`src/rtl/snn_wmem_pkg.sv`:
```
// Shared types and the weight-update arithmetic helper for the weight memory arbiter.
// The helper serves both the saturating (WMEM_SATURATE_EN) and the wrapping builds.
package snn_wmem_pkg;

  typedef enum logic [1:0] {IDLE, RD, WB} rmw_state_e;
  typedef enum logic [1:0] {NONE, INF, LRN} rd_owner_e;

  // Clamps old+delta to the signed ww-bit range when sat is set; otherwise returns
  // the raw sum and the caller's truncation to ww bits gives two's-complement wrap.
  function automatic int sat_add(input int old, input int delta, input int ww, input bit sat);
    int s;
    int hi;
    int lo;
    s  = old + delta;
    hi = (1 << (ww - 1)) - 1;
    lo = -(1 << (ww - 1));
    if (sat) begin
      if (s > hi)      s = hi;
      else if (s < lo) s = lo;
    end
    return s;
  endfunction

endpackage

```
`src/rtl/weight_update_alu.sv`:
```
// STDP weight update datapath: widened signed add, then clamp (WMEM_SATURATE_EN) or wrap.
// The add and the reduction are split so the caller can register the wide sum in between.
module weight_update_alu
  import snn_wmem_pkg::*;
#(
  parameter int WEIGHT_WIDTH = 9,
  parameter int DELTA_WIDTH  = 9
) (
  input  logic [WEIGHT_WIDTH-1:0] old_weight,
  input  logic [DELTA_WIDTH-1:0]  delta,
  output logic [WEIGHT_WIDTH:0]   sum,
  input  logic [WEIGHT_WIDTH:0]   sum_in,
  output logic [WEIGHT_WIDTH-1:0] new_weight
);

`ifdef WMEM_SATURATE_EN
  localparam bit SAT = 1'b1;
`else
  localparam bit SAT = 1'b0;
`endif

  logic [WEIGHT_WIDTH:0] old_ext;
  logic [WEIGHT_WIDTH:0] delta_ext;

  assign old_ext   = {old_weight[WEIGHT_WIDTH-1], old_weight};
  assign delta_ext = {{(WEIGHT_WIDTH + 1 - DELTA_WIDTH){delta[DELTA_WIDTH-1]}}, delta};
  assign sum       = old_ext + delta_ext;

  // sum_in already holds old+delta, so the helper only has to reduce it.
  assign new_weight = WEIGHT_WIDTH'(sat_add(int'($signed(sum_in)), 0, WEIGHT_WIDTH, SAT));

endmodule

```
`src/rtl/weight_mem_arbiter.sv`:
```
// Arbitrates one 1R1W weight memory between inference reads, STDP read-modify-write
// and host writes. Build with WMEM_SATURATE_EN to clamp STDP updates instead of wrapping.
module weight_mem_arbiter
  import snn_wmem_pkg::*;
#(
  parameter int ADDR_WIDTH   = 12,
  parameter int WEIGHT_WIDTH = 9,
  parameter int DELTA_WIDTH  = 9,
  parameter int STARVE_LIMIT = 15
) (
  input  logic                    clk,
  input  logic                    rst,
  input  logic                    inf_req,
  input  logic [ADDR_WIDTH-1:0]   inf_addr,
  output logic                    inf_gnt,
  output logic [WEIGHT_WIDTH-1:0] inf_rdata,
  output logic                    inf_rvalid,
  input  logic                    lrn_req,
  input  logic [ADDR_WIDTH-1:0]   lrn_addr,
  input  logic [DELTA_WIDTH-1:0]  lrn_delta,
  output logic                    lrn_gnt,
  output logic                    lrn_done,
  input  logic                    host_req,
  input  logic [ADDR_WIDTH-1:0]   host_addr,
  input  logic [WEIGHT_WIDTH-1:0] host_data,
  output logic                    host_gnt,
  output logic                    mem_read_en,
  output logic [ADDR_WIDTH-1:0]   mem_read_addr,
  input  logic [WEIGHT_WIDTH-1:0] mem_read_data,
  input  logic                    mem_read_valid,
  output logic                    mem_write_en,
  output logic [ADDR_WIDTH-1:0]   mem_write_addr,
  output logic [WEIGHT_WIDTH-1:0] mem_write_data,
  output logic                    busy
);

  localparam int SW = $clog2(STARVE_LIMIT + 1);
  localparam logic [SW-1:0] LIMIT = SW'(STARVE_LIMIT);

  rmw_state_e state, state_nxt;
  rd_owner_e  owner;

  logic [ADDR_WIDTH-1:0]   rmw_addr;
  logic [DELTA_WIDTH-1:0]  rmw_delta;
  logic [WEIGHT_WIDTH:0]   sum_q;
  logic [WEIGHT_WIDTH:0]   alu_sum;
  logic [WEIGHT_WIDTH-1:0] wb_weight;
  logic [SW-1:0]           starve_cnt;

  logic busy_i, starved, inf_cand, lrn_cand;
  logic inf_gnt_i, lrn_gnt_i, host_gnt_i;
  logic rd_en_i, wr_en_i, done_i;
  logic [ADDR_WIDTH-1:0]   rd_addr_i, wr_addr_i;
  logic [WEIGHT_WIDTH-1:0] wr_data_i;

  weight_update_alu #(
    .WEIGHT_WIDTH(WEIGHT_WIDTH),
    .DELTA_WIDTH (DELTA_WIDTH)
  ) u_alu (
    .old_weight(mem_read_data),
    .delta     (rmw_delta),
    .sum       (alu_sum),
    .sum_in    (sum_q),
    .new_weight(wb_weight)
  );

  // Read-port arbitration; an inference read to the in-flight RMW address is held off
  // so it cannot observe the stale weight.
  assign busy_i     = (state != IDLE);
  assign starved    = (starve_cnt == LIMIT);
  assign inf_cand   = inf_req && !(busy_i && inf_addr == rmw_addr);
  assign lrn_cand   = lrn_req && (state == IDLE);
  assign lrn_gnt_i  = lrn_cand && (starved || !inf_cand);
  assign inf_gnt_i  = inf_cand && !lrn_gnt_i;
  assign rd_en_i    = inf_gnt_i || lrn_gnt_i;
  assign rd_addr_i  = lrn_gnt_i ? lrn_addr : inf_addr;
  assign host_gnt_i = host_req && (state != WB) && !(busy_i && host_addr == rmw_addr);

  always_comb begin
    wr_en_i   = 1'b0;
    wr_addr_i = '0;
    wr_data_i = '0;
    done_i    = 1'b0;
    if (state == WB) begin
      wr_en_i   = 1'b1;
      wr_addr_i = rmw_addr;
      wr_data_i = wb_weight;
      done_i    = 1'b1;
    end else if (host_gnt_i) begin
      wr_en_i   = 1'b1;
      wr_addr_i = host_addr;
      wr_data_i = host_data;
    end
  end

  always_comb begin
    state_nxt = state;
    case (state)
      IDLE:    if (lrn_gnt_i) state_nxt = RD;
      RD:      state_nxt = WB;
      WB:      state_nxt = IDLE;
      default: state_nxt = IDLE;
    endcase
  end

  always_ff @(posedge clk or posedge rst) begin
    if (rst) state <= IDLE;
    else     state <= state_nxt;
  end

  always_ff @(posedge clk or posedge rst) begin
    if (rst) begin
      rmw_addr   <= '0;
      rmw_delta  <= '0;
      sum_q      <= '0;
      starve_cnt <= '0;
      owner      <= NONE;
    end else begin
      if (lrn_gnt_i) begin
        rmw_addr  <= lrn_addr;
        rmw_delta <= lrn_delta;
      end
      if (state == RD) sum_q <= alu_sum;
      if (lrn_gnt_i)                    starve_cnt <= '0;
      else if (lrn_req && !starved)     starve_cnt <= starve_cnt + 1'b1;
      owner <= inf_gnt_i ? INF : (lrn_gnt_i ? LRN : NONE);
    end
  end

  // Input-to-output paths are forced quiet while reset is held.
  assign inf_gnt        = !rst && inf_gnt_i;
  assign lrn_gnt        = !rst && lrn_gnt_i;
  assign host_gnt       = !rst && host_gnt_i;
  assign lrn_done       = !rst && done_i;
  assign busy           = !rst && busy_i;
  assign inf_rvalid     = !rst && mem_read_valid && (owner == INF);
  assign inf_rdata      = rst ? '0 : mem_read_data;
  assign mem_read_en    = !rst && rd_en_i;
  assign mem_read_addr  = rst ? '0 : rd_addr_i;
  assign mem_write_en   = !rst && wr_en_i;
  assign mem_write_addr = rst ? '0 : wr_addr_i;
  assign mem_write_data = rst ? '0 : wr_data_i;

endmodule

```
`config.mk`:
```
export PLATFORM = sky130hd
export DESIGN_NAME = weight_mem_arbiter
export DESIGN_NICKNAME = d
export VERILOG_FILES = /design/src/rtl/snn_wmem_pkg.sv /design/src/rtl/weight_update_alu.sv /design/src/rtl/weight_mem_arbiter.sv
export SDC_FILE = /design/constraint.sdc
export NUM_CORES = 1
export LEC_CHECK = 0
export ABC_AREA = 0
export ABC_CLOCK_PERIOD_IN_PS = 2640
export BUFFER_PORTS_ARGS = -buffer_cell sky130_fd_sc_hd__buf_2
export CAP_MARGIN = 40
export CELL_PAD_IN_SITES_DETAIL_PLACEMENT = 0
export CELL_PAD_IN_SITES_GLOBAL_PLACEMENT = 1
export CORE_MARGIN = 2
export CORE_UTILIZATION = 33
export DETAILED_ROUTE_END_ITERATION = 10
export PLACE_DENSITY_LB_ADDON = 0.1
export SLEW_MARGIN = 20
export SYNTH_ARGS = -nofsm -noshare
export SYNTH_HDL_FRONTEND = slang
export SYNTH_SLANG_ARGS = --single-unit
```
`constraint.sdc`:
```
create_clock -name clk -period 2.64 [get_ports clk]
set_input_delay 0.264 -clock clk [delete_from_list [all_inputs] [get_ports clk]]
set_output_delay 0.264 -clock clk [all_outputs]
set_load 0.01 [all_outputs]
```
==> impl_metrics.py <==
metrics = {
    "synth": {
        "ys_top_cells_by_count": "nand2_1 (93), dfrtp_1 (38), a22o_1 (20), xnor2_1 (18)",
        "synth_nets": 378,
        "yosysMostFrequentCell": "nand2_1",
        "seq_area_frac_synth": 0.3817,
        "synth_edf_count": 0,
        "synth_area_leaders": "dfrtp_1 (38%), nand2_1 (14%), a22o_1 (7.0%)",
        "synth-seq-cells": 38,
        "syn_avg_cell_area_um2": 8.332,
        "synth_area_um2": 2491,
        "ys.flop_type": "dfrtp_1",
        "netlist.area_leader.share": 0.3817,
        "ys_warn_count": 0,
        "ys_async_sr_fraction": 1.000,
        "synth_top_area_cell": "dfrtp_1",
        "syn_inst": 299,
        "synth.distinct_cells": 38,
    },
    "drt": {
        "vias": 2477,
        "drtIter0Drc": 89,
        "ant_nets": 0,
        "viasPerCell": 4.800,
        "drc": 0,
        "routed_wl_um": 7277,
        "first_pass_iters": 4,
        "post_drt_wl_per_cell_um": 14.10,
    },
    "placed_design": {
        "gp_congestion": 0.8292,
        "dp_hpwl_um": 5599,
        "port_buffers": 118,
    },
    "final_layout": {
        "fin_util": 0.4559,
        "drive_above_1_share": 0.3381,
        "n_antenna_cell": 0,
        "area_growth_pct": 33.45,
        "fillers": 782,
        "nNetsFinal": 495,
    },
    "cts": {
        "cts.sinks": 38,
        "clkLatencyLatePin_ps": 290,
        "clock-root-buffer": "clkbuf_8",
        "htree_levels": 2,
        "path_clk_slew_ps": 80,
        "cts_tree": "built",
        "cts_buffer_depth": 2,
        "numCtsBuffers": 5,
    },
    "pwr": {
        "vdd_ir_drop_max_uv": 297.3,
        "powerDensity_nw_per_um2": 626.9,
        "leakagePower_nw": 1.783,
    },
    "die": {
        "dieArea_um2": 8260,
        "rows": 31,
        "core_um2": 7292,
        "die_y_um": 90.89,
        "initial_core_util": 0.3416,
        "ioPinCount": 119,
        "dieWidth_um": 90.89,
    },
    "timing": {
        "finalCritPeriodShare": 0.8988,
        "finalSetupViolCount": 0,
        "relSlewSlack": 0.6546,
        "tns_ps": 0,
        "grt_setup_unrepaired": "no",
        "hold_violations": 0,
        "tightest_slew_ps": 518.1,
        "final_max_slew_viol_count": 0,
        "skew_ps": 4.666,
        "max_freq_mhz": 421.4,
        "fin_crit_ps": 2373,
    },
    "worst_setup_path": {
        "cpPeakStageDelay_ps": 430,
        "cp_num_buf_inv": 1,
        "arrival_ps": 2110,
        "crit_type": "reg2out",
        "worstPathCellList": "xor2_1 > nor4_1 > nand4_1 > nor4_2 > o22ai_1 > buf_2",
        "critPathTopFamily": "simple AND/OR/NAND/NOR gates",
        "critPathRequiredTime_ps": 2380,
        "cp-end-kind": "primary output",
        "cp_max_fo": 4,
        "startpoint_type": "flop",
        "crit_slowest_cell": "dfrtp_1",
    },
    "flow_run": {
        "max-cap-violations": 0,
    },
    "global_route": {
        "overflow": 0,
        "grt_max_degree": 40,
        "track_usage": 0.1806,
        "grt_pass1_vias": 2366,
        "antenna_found_initial": 0,
        "grt_pass1_wl_um": 11940,
    },
    "run_status": {
        "status": "finished, final reports clean",
    },
    "min_path": {
        "holdCritPathClass": "in2reg",
    },
}
## per-layer routing
layer / wire, um / GRT usage
met1: 3577 / 0.2582
met2: 3185 / 0.2767
met5: 0 / 0
met3: 461 / 0.04007
met4: 53 / 0.04545
## stage by stage
stage / setup slack, ps / area (um^2) / power (mW) / cells / hold slack (ps)
2_1_floorplan: 307.8 / 2491 / 1.251 / 299 / 369.4
3_3_place_gp: 561.1 / 3181 / 1.474 / 508 / 454.4
3_5_place_dp: 501.4 / 3181 / 1.479 / 508 / 456.6
4_1_cts: 152.1 / 3323 / 2.110 / 516 / 145.2
5_1_grt: 78.36 / 3324 / 2.245 / 516 / 141.9
6_report: 267.2 / 3324 / 2.084 / 516 / 153.6
## final cells by class
class,count,area [um^2],area share
clock inverter,2,60.06,0.01807
clock buffer,6,82.58,0.02484
tap,99,123.9,0.03726
multi-input combinational,241,1446,0.4351
timing repair buffer,124,635.6,0.1912
inverter,6,25.02,0.007527
sequential,38,950.9,0.2860
## logic make-up (layout without fill, tap and decap cells)
kind of cell    Yosys count  count (layout)  share of synthesized area
fa+ha+maj                10              10                    0.05324
simple gates            134             134                     0.2376
compound gates           67              67                     0.1833
flops                    38              38                     0.3817
buf+inv                  20             138                    0.03867
xor+xnor                 30              30                     0.1055
## worst paths after layout
| check | start | end | slack (ps) | cells after the start |
|---|---|---|---|---|
| min in group asynchronous | rst | sum_q[0] | 200 | 3 |
| min | lrn_delta[4] | rmw_delta[4] | 150 | 3 |
| max | rmw_addr[1] | mem_read_en | 270 | 6 |
| max in group asynchronous | rst | rmw_delta[6] | 2080 | 3 |
| max reg2reg | rmw_delta[0] | sum_q[8] | 540 | 7 |
| min reg2reg | sum_q[2] | sum_q[2] | 490 | 2 |
## placed cells by master, fill, tap and decap left out, types with 2 or more instances in the layout
cell type / netlist / final
a211oi_1: 4 / 4
a21o_1: 3 / 3
a21oi_1: 15 / 15
a22o_1: 20 / 20
a31oi_1: 2 / 2
buf_2: 4 / 118
buf_4: 2 / 6
bufinv_16: 0 / 2
clkbuf_8: 0 / 6
dfrtp_1: 38 / 38
ha_1: 9 / 9
inv_1: 5 / 4
nand2_1: 93 / 93
nand2b_1: 2 / 2
nand3_1: 2 / 2
nand4_1: 5 / 5
nor2_1: 8 / 7
nor2_2: 1 / 2
nor2b_1: 9 / 9
nor3_1: 8 / 8
nor4_2: 2 / 2
o21ai_0: 15 / 15
o21bai_1: 2 / 2
xnor2_1: 18 / 18
xor2_1: 12 / 12
## worst register-to-register path, cell delays in order, from the launching register on
cell,delay (ps)
dfrtp_1,400
ha_1,230
fa_1,450
a211oi_2,270
o21ai_0,140
a31oi_1,220
xnor2_1,180
o21ai_1,90
## repair_timing
action,CTS,global route
hold buffers,0,0
setup buffers,0,0
resized for setup,0,1
setup endpoints to repair,0,12
## where the power goes
| part | switching (mW) | internal (mW) | leakage [nW] |
|---|---|---|---|
| logic | 0.345 | 0.291 | 1.24 |
| clock network | 0.220 | 0.403 | 0.0714 |
| registers | 0.111 | 0.713 | 0.476 |
| total | 0.676 | 1.41 | 1.78 |
## registers in the layout, indices dropped and copies added (netlist names)
register	cells
rmw_addr	12
rmw_delta	9
sum_q	9
starve_cnt	4
owner	2
state	2
Note: power is estimated with default switching activity, not from simulation.
